--- config.mk ---
export PLATFORM = sky130hd
export DESIGN_NAME = shift_seq_ctrl
export DESIGN_NICKNAME = d
export VERILOG_FILES = /design/src/rtl/shift_seq_ctrl.sv
export SDC_FILE = /design/constraint.sdc
export NUM_CORES = 1
export LEC_CHECK = 0
export BUFFER_PORTS_ARGS = -buffer_cell sky130_fd_sc_hd__buf_2
export CORE_ASPECT_RATIO = 1.25
export CORE_MARGIN = 4
export CORE_UTILIZATION = 40
export CTS_CLUSTER_SIZE = 40
export DETAILED_ROUTE_END_ITERATION = 8
export GPL_TIMING_DRIVEN = 0
export PLACE_DENSITY = 0.57
export SYNTH_ARGS = -nofsm -noshare
export SYNTH_HDL_FRONTEND = slang
export SYNTH_SLANG_ARGS = --single-unit
--- constraint.sdc ---
create_clock -name clk -period 2.4 [get_ports clk]
set_clock_uncertainty 0.05 [all_clocks]
set_input_delay 0.48 -clock clk [delete_from_list [all_inputs] [get_ports clk]]
set_output_delay 0.48 -clock clk [all_outputs]
set_load 0.02 [all_outputs]
--- src/rtl/shift_seq_ctrl.sv ---
// shift_seq_ctrl: parallel-to-serial sequencer for an external WIDTH-bit right
// shift register. Accepts a word on a valid/ready handshake, loads it into the
// register, then issues WIDTH shift pulses spaced div+1 clocks apart while the
// register LSB is presented as the serial bit.
//
// Ports:
//   clk, rst            rising-edge clock, asynchronous active-high reset
//   in_valid/in_ready   word handshake; in_data is the word, LSB sent first
//   div                 bit period minus one, sampled at accept
//   abort               synchronous frame abort (ignored in IDLE)
//   sr_load/sr_d        parallel load of the shift register
//   sr_shift_en         one-cycle shift strobe
//   sr_q                shift register contents (only bit 0 is observed)
//   ser_bit/ser_valid   serial data and its qualifier
//   busy                frame in progress (LOAD, SHIFT, DONE)
//   done                one-cycle pulse on successful frame completion
module shift_seq_ctrl #(
   parameter int unsigned WIDTH = 4,
   parameter int unsigned DIV_W = 8
) (
   input  logic             clk,
   input  logic             rst,
   input  logic             in_valid,
   input  logic [WIDTH-1:0] in_data,
   output logic             in_ready,
   input  logic [DIV_W-1:0] div,
   input  logic             abort,
   output logic             sr_load,
   output logic [WIDTH-1:0] sr_d,
   output logic             sr_shift_en,
   input  logic [WIDTH-1:0] sr_q,
   output logic             ser_bit,
   output logic             ser_valid,
   output logic             busy,
   output logic             done
);

   localparam int unsigned CNT_W = $clog2(WIDTH + 1);

   localparam logic [1:0] ST_IDLE  = 2'd0;
   localparam logic [1:0] ST_LOAD  = 2'd1;
   localparam logic [1:0] ST_SHIFT = 2'd2;
   localparam logic [1:0] ST_DONE  = 2'd3;

   logic [1:0]       state,   state_nxt;
   logic [WIDTH-1:0] data_q,  data_nxt;
   logic [DIV_W-1:0] per_q,   per_nxt;
   logic [DIV_W-1:0] div_cnt, div_cnt_nxt;
   logic [CNT_W-1:0] bit_cnt, bit_cnt_nxt;

   logic             in_ready_nxt;
   logic             sr_load_nxt;
   logic [WIDTH-1:0] sr_d_nxt;
   logic             sr_shift_en_nxt;
   logic             ser_valid_nxt;
   logic             busy_nxt;
   logic             done_nxt;

   // Upper register bits belong to the datapath; only the LSB is serialised.
   logic unused_sr_q;
   assign unused_sr_q = ^sr_q[WIDTH-1:1];

   // State, counters and registered outputs.
   always_ff @(posedge clk or posedge rst) begin
      if (rst) begin
         state       <= ST_IDLE;
         data_q      <= '0;
         per_q       <= '0;
         div_cnt     <= '0;
         bit_cnt     <= '0;
         in_ready    <= 1'b1;
         sr_load     <= 1'b0;
         sr_d        <= '0;
         sr_shift_en <= 1'b0;
         ser_valid   <= 1'b0;
         busy        <= 1'b0;
         done        <= 1'b0;
      end else begin
         state       <= state_nxt;
         data_q      <= data_nxt;
         per_q       <= per_nxt;
         div_cnt     <= div_cnt_nxt;
         bit_cnt     <= bit_cnt_nxt;
         in_ready    <= in_ready_nxt;
         sr_load     <= sr_load_nxt;
         sr_d        <= sr_d_nxt;
         sr_shift_en <= sr_shift_en_nxt;
         ser_valid   <= ser_valid_nxt;
         busy        <= busy_nxt;
         done        <= done_nxt;
      end
   end

   // Next-state and counter logic; outputs are decoded from the next state so
   // the registered outputs line up with the state they describe.
   always_comb begin
      state_nxt   = state;
      data_nxt    = data_q;
      per_nxt     = per_q;
      div_cnt_nxt = div_cnt;
      bit_cnt_nxt = bit_cnt;

      case (state)
         ST_IDLE: begin
            // in_ready is always high in IDLE, so in_valid alone is an accept.
            if (in_valid) begin
               data_nxt  = in_data;
               per_nxt   = div;
               state_nxt = ST_LOAD;
            end
         end
         ST_LOAD: begin
            div_cnt_nxt = per_q;
            bit_cnt_nxt = '0;
            state_nxt   = abort ? ST_IDLE : ST_SHIFT;
         end
         ST_SHIFT: begin
            if (div_cnt == '0) begin
               // Shift pulse is issued this cycle (sr_shift_en already high).
               bit_cnt_nxt = bit_cnt + CNT_W'(1);
               div_cnt_nxt = per_q;
               if (bit_cnt == CNT_W'(WIDTH - 1)) begin
                  state_nxt = ST_DONE;
               end
            end else begin
               div_cnt_nxt = div_cnt - DIV_W'(1);
            end
            // Abort takes priority over completion.
            if (abort) begin
               state_nxt = ST_IDLE;
            end
         end
         default: begin
            state_nxt = ST_IDLE;
         end
      endcase

      in_ready_nxt    = (state_nxt == ST_IDLE);
      sr_load_nxt     = (state_nxt == ST_LOAD);
      sr_d_nxt        = (state_nxt == ST_LOAD) ? data_nxt : '0;
      sr_shift_en_nxt = (state_nxt == ST_SHIFT) && (div_cnt_nxt == '0);
      ser_valid_nxt   = (state_nxt == ST_SHIFT);
      busy_nxt        = (state_nxt != ST_IDLE);
      done_nxt        = (state_nxt == ST_DONE);
   end

   // The register LSB is qualified by the registered ser_valid flag.
   assign ser_bit = ser_valid & sr_q[0];

endmodule
==> results of run 1 <==
## cells in the mapped netlist (2+ instances only)
cell type / n
clkbuf_1: 3
nor2_1: 4
nand2_1: 14
a21boi_0: 2
a21o_1: 4
o21ai_0: 3
nand2b_1: 3
a21oi_1: 3
ha_1: 8
and3_1: 3
nor4b_1: 2
and2_1: 4
a211oi_1: 3
nor2b_1: 5
nor3_1: 4
o22a_1: 2
inv_1: 16
mux2_2: 12
nand3_1: 3
dfrtp_1: 34
o211ai_1: 2
a311o_1: 2
## registers in the layout (all words and copies together), names as in the netlist
| name | count |
|---|---|
| bit_cnt | 3 |
| div_cnt | 8 |
| sr_load | 1 |
| state | 2 |
| sr_shift_en | 1 |
| sr_d | 4 |
| per_q | 8 |
| busy | 1 |
| ser_valid | 1 |
| in_ready | 1 |
| done | 1 |
| data_q | 4 |
## what timing repair did
| item | CTS | global route |
|---|---|---|
| pin swaps | 0 | 1 |
| setup endpoints to repair | 1 | 5 |
| resized for setup | 0 | 9 |
| setup buffers | 3 | 1 |
## worst min-delay path by stage
stage	endpoint	slack, ps
2_1_floorplan	bit_cnt[2]	400
3_3_place_gp	bit_cnt[2]	410
3_5_place_dp	bit_cnt[2]	430
4_1_cts	per_q[2]	360
5_1_grt	sr_d[0]	320
6_report	sr_d[3]	260
## cell families after synthesis
kind of cell    synth area share (%)
flops                           48.9
fa+ha+maj                       5.58
buf+inv                         4.60
mux                             8.09
compound gates                  16.0
simple gates                    16.9
## area by class of cell
class	instances	area [µm²]
tap	58	72.6
fill	420	2190
timing repair buffer	31	165
inverter	16	60.1
buffer	4	25.0
sequential	35	877
clock buffer	7	86.3
clock inverter	1	8.76
multi-input combinational	108	868
## layer usage
layer  vias to the layer above  part of all wire, %  global-route usage (%)
met4                         0                  1.5                    4.88
met3                         6                  4.3                    3.79
li1                        664                    -                       -
met5                         -                    0                       0
met1                       662                   41                    19.3
met2                        35                   53                    25.1
## power groups by stage
stage               registers (mW)  logic [mW]  clock network (mW)
finish                       0.952        1.24               0.445
global route                 0.978        1.36               0.491
CTS                          0.952        1.18               0.465
detailed placement           0.971        1.12                   0
global placement             0.959        1.10                   0
floorplan                    0.994       0.782                   0
## stage by stage
stage	instances	hold WS (ps)	TNS, ps	util, %
final	260	258	0	49.6
after global routing	260	318	0	49.6
after CTS	259	362	0	48.6
after detailed placement	248	428	-69.3	45.9
after global placement	248	412	-30.6	45.9
after floorplan	163	398	0	-
## worst max-delay path: cells and delay by family, from the launching register on
kind            cells  cell delay (ps)
simple gates        3              660
compound gates      2              660
flops               1              350
buf+inv             2              250
fa+ha+maj           1              220
==> run_results.csv, run 1 <==
group,metric,value,unit
route,dr.pass1.iters,5,
final_layout,final_cell_area,2160,µm²
die,die_w,67.9,µm
final_layout,final_nets,229,
worst_setup_path,startpoint_type,"flip-flop",
pwr,p_sw,1.06,mW
die,floorplan.initialDensity,41.2,%
sta,relSlewSlack,52.3,%
worst_setup_path,crit_fanout,5,
synthesis,syn_area,1790,µm²
placement,gp_congestion,0.880,
grt,grtUsageTotal,15.3,%
synthesis,synthTopCellsByArea,"dfrtp_1, mux2_2, ha_1",
route,post_drt_wl_per_cell,15.0,µm
worst_setup_path,worst_setup_path_end_kind,"flip-flop",
grt,grt_overflow_total,0,
worst_setup_path,path_class,"flip-flop to flip-flop",
clocking,clock_sinks,35,
final_layout,diodes,0,
pwr,seq_power_share,36.2,%
hold_path,hold_path.class,"primary input to asynchronous set/reset pin",
synthesis,synth_edf_count,0,
synthesis,synth-main-ff-cell,"dfrtp_1",
worst_setup_path,r2r-start,"div_cnt[0]",
route,drtIter0Drc,46,
synthesis,syn-mean-instance-area,11.0,µm²
route,vias,1367,
pwr,p_int,1.57,mW
sta,fin_crit,2260,ps
pwr,ir_worst_vdd,435,µV
worst_setup_path,reg2reg_setup_slack,140,ps
sta,final.period_utilization,94.3,%
clocking,cts_buffers,5,
worst_setup_path,crit_arrival,2440,ps
clocking,htreeDepth,2,
worst_setup_path,cpPeakStageDelay,380,ps
pwr,combPwrFrac,47.0,%
synthesis,yosysUniqueCellTypes,49,
pwr,switching_share,40.4,%
clocking,root_buffer,"clkbuf_8",
placement,pre_cts_slack,-69.3,ps
route,drt_wl_total,3890,µm
die,row_count,27,
pwr,powerDensity,1220,nW/µm²
clocking,clk_pin_slew,70,ps
grt,first_global_vias,1377,
run,max_cap_viol_count,0,
worst_setup_path,path_cells,"inv_1 > ha_1 > nor3b_4 > buf_4 > a31o_2 > and2_1 > a221o_1 > and4b_1",
die,die_height,82.9,µm
die,fp.dieArea,5630,µm²
run_status,status,"finished, final reports clean",
clocking,ctsHoldBuffers,0,
clocking,cts_tree,"built",
route,avgViaCountPerCell,5.26,
sta,drv_slew,0,
placement,dp_hpwl,2880,µm
worst_setup_path,crit_start,"div_cnt[0]",
pwr,totalPowerFinal,2.63,mW
placement,port_buffers,27,
grt,antenna_found_initial,0,
clocking,clk_path_buf_depth,2,
final_layout,areaGrowthSynthToFinish,20.6,%
pwr,clkPwrFrac,16.9,%
synthesis,yosysTopAreaCellShare,47.4,%
die,coreArea,4360,µm²
sta,fmax,0.442,GHz
final_layout,drive_above_1_share,32.2,%
worst_setup_path,worstPathRequired,2570,ps
worst_setup_path,r2r-end,"sr_shift_en",
sta,hold_violations,0,
pwr,p_leak,1.04,nW
synthesis,synth_seq_cells,35,
clocking,clk_latency,290,ps
route,antenna_left,0,
synthesis,synth-async-reset-ratio,100,%
worst_setup_path,slowest_stage,"a221o_1",
final_layout,final_common_cell,"dfrtp_1",
sta,setup_violations,0,
worst_setup_path,endpoint,"sr_shift_en",
sta,worst_slack,137,ps
worst_setup_path,reg2reg_depth,8,
synthesis,syn-num-nets,191,
synthesis,ys_warn_count,0,
grt,grt_pass1_wl,6580,µm
route,drc,0,
synthesis,synth_top_cell_by_area,"dfrtp_1",
synthesis,syn_inst,163,
placement,placed_area,2000,µm²
grt,grt_max_degree,36,
sta,rsz0062_at_grt,"no",
die,pin_count,31,
sta,worst_pin_slew,715,ps
final_layout,most-common-layout-cells,"dfrtp_1, buf_2, inv_1",
synthesis,ys_seq_area_share,48.9,%
Power figures use the tool's default switching activity.
==> inputs of run 2 (changes only) <==
--- a/config.mk
+++ b/config.mk
@@ -6,9 +6,10 @@
 export NUM_CORES = 1
 export LEC_CHECK = 0
 export BUFFER_PORTS_ARGS = -buffer_cell sky130_fd_sc_hd__buf_2
-export CORE_ASPECT_RATIO = 1.25
+export CORE_ASPECT_RATIO = 0.9
 export CORE_MARGIN = 4
 export CORE_UTILIZATION = 40
+export CTS_BUF_LIST = sky130_fd_sc_hd__clkbuf_16
 export CTS_CLUSTER_SIZE = 40
 export DETAILED_ROUTE_END_ITERATION = 8
 export GPL_TIMING_DRIVEN = 0
==> run_results.csv, run 2 (synthesis gave the netlist of run 1 again) <==
group,metric,value,unit
worst_setup_path,worst_setup_path_end_kind,"flip-flop",
worst_setup_path,startpoint_type,"flip-flop",
clocking,cts_buffers,5,
final_layout,final_nets,229,
placement,port_buffers,27,
die,coreArea,4210,µm²
final_layout,multi_input_area,841,µm²
sta,fmax,0.432,GHz
clocking,clk_path_buf_depth,2,
route,drt_wl_total,3880,µm
pwr,ir_worst_vdd,655,µV
clocking,cts_tree,"built",
final_layout,diodes,0,
route,avgViaCountPerCell,5.18,
worst_setup_path,crit_start,"div_cnt[1]",
sta,fin_crit,2320,ps
route,drc,0,
grt,grt_pass1_wl,6500,µm
clocking,clk_latency,280,ps
worst_setup_path,path_class,"flip-flop to flip-flop",
sta,final.period_utilization,96.5,%
sta,setup_violations,0,
worst_setup_path,r2r-start,"div_cnt[1]",
worst_setup_path,crit_arrival,2480,ps
worst_setup_path,r2r-end,"sr_shift_en",
final_layout,seq_area,877,µm²
clocking,clock_sinks,35,
grt,grt_max_degree,36,
route,antenna_left,0,
sta,hold_violations,0,
sta,worst_pin_slew,700,ps
pwr,p_leak,1.05,nW
sta,drv_slew,0,
pwr,totalPowerFinal,2.78,mW
grt,antenna_found_initial,0,
die,fp.dieArea,5620,µm²
placement,dp_hpwl,2820,µm
die,floorplan.initialDensity,42.6,%
sta,tns,0,ps
hold_path,hold_path.class,"primary input to asynchronous set/reset pin",
worst_setup_path,endpoint,"sr_shift_en",
grt,first_global_vias,1374,
pwr,powerDensity,1270,nW/µm²
clocking,clk_pin_slew,60,ps
placement,gp_congestion,0.867,
final_layout,most-common-layout-cells,"dfrtp_1, buf_2, inv_1",
final_layout,reg_top3,"div_cnt: 8 flops, per_q: 8 flops",
route,dr.pass1.iters,4,
grt,grt_overflow_total,0,
clocking,root_buffer,"clkbuf_16",
die,die_height,71.5,µm
worst_setup_path,crit_fanout,6,
run,max_cap_viol_count,0,
sta,relSlewSlack,53.3,%
route,post_drt_wl_per_cell,14.8,µm
final_layout,drive_above_1_share,30.7,%
worst_setup_path,reg2reg_depth,8,
clocking,htreeDepth,2,
run_status,status,"finished, final reports clean",
sta,fin_hold_ws,264,ps
final_layout,fillers,400,
final_layout,areaGrowthSynthToFinish,22.0,%
route,drtIter0Drc,97,
worst_setup_path,reg2reg_setup_slack,80,ps
grt,grtUsageTotal,14.9,%
die,die_w,78.6,µm
worst_setup_path,worstPathRequired,2560,ps
route,vias,1356,
die,pin_count,31,
die,row_count,22,
final_layout,final_common_cell,"dfrtp_1",
## run 2: changes by cell type in the layout (fill, tap and decap cells not counted), sizes merged
cell,previous run,this run
clkbuf,10,8
clkinvlp,0,1
clkinv,1,2
## run 2: how the worst min path moves through the flow
stage                 end  slack [ps]  depth (start not counted)
4_1_cts          per_q[6]         380                          2
3_3_place_gp   bit_cnt[2]         410                          2
5_1_grt         ser_valid         340                          2
2_1_floorplan  bit_cnt[2]         400                          2
6_report          sr_d[3]         260                          2
3_5_place_dp   bit_cnt[2]         420                          2
## run 2: report_power, final
group / switching, mW / total (mW) / internal [mW]
Clock: 0.246 / 0.628 / 0.382
Sequential: 0.161 / 0.960 / 0.800
Combinational: 0.661 / 1.19 / 0.531
## run 2: stage by stage
stage / area [µm²] / worst slack (ps) / util (%) / std cells
2_1_floorplan: 1790 / 352 / - / 163
3_3_place_gp: 2000 / -17.2 / 47.6 / 250
3_5_place_dp: 2000 / 8.55 / 47.6 / 250
4_1_cts: 2160 / 28.1 / 51.4 / 260
5_1_grt: 2190 / -61.2 / 52.0 / 262
6_report: 2190 / 83.5 / 52.0 / 262
## run 2: critical path: stages, from the launching register on
cell	delay [ps]
dfrtp_1	400
inv_1	90
ha_1	220
nor3b_4	180
buf_4	150
a31o_2	270
a311o_1	350
a2111oi_2	290
and4b_1	230
## run 2: layer usage
metal	routed length, µm	track usage [%]
met2	1930	24.1
met1	1750	19.0
met4	36	6.80
met3	164	3.64
met5	0	0
## run 2: what timing repair did
item	in CTS	in global routing
pin swaps	0	2
hold buffers	0	0
endpoints found under the setup margin	1	5
setup buffers	2	2
gates resized for setup	0	5
## run 2: layout make-up
class	instances	area share [%]
Sequential cell	35	40.1
Multi-Input combinational cell	108	38.4
Timing Repair Buffer	31	7.55
Clock buffer	5	5.72
Tap cell	60	3.43
Inverter	16	2.74
Buffer	4	1.14
Clock inverter	3	0.915
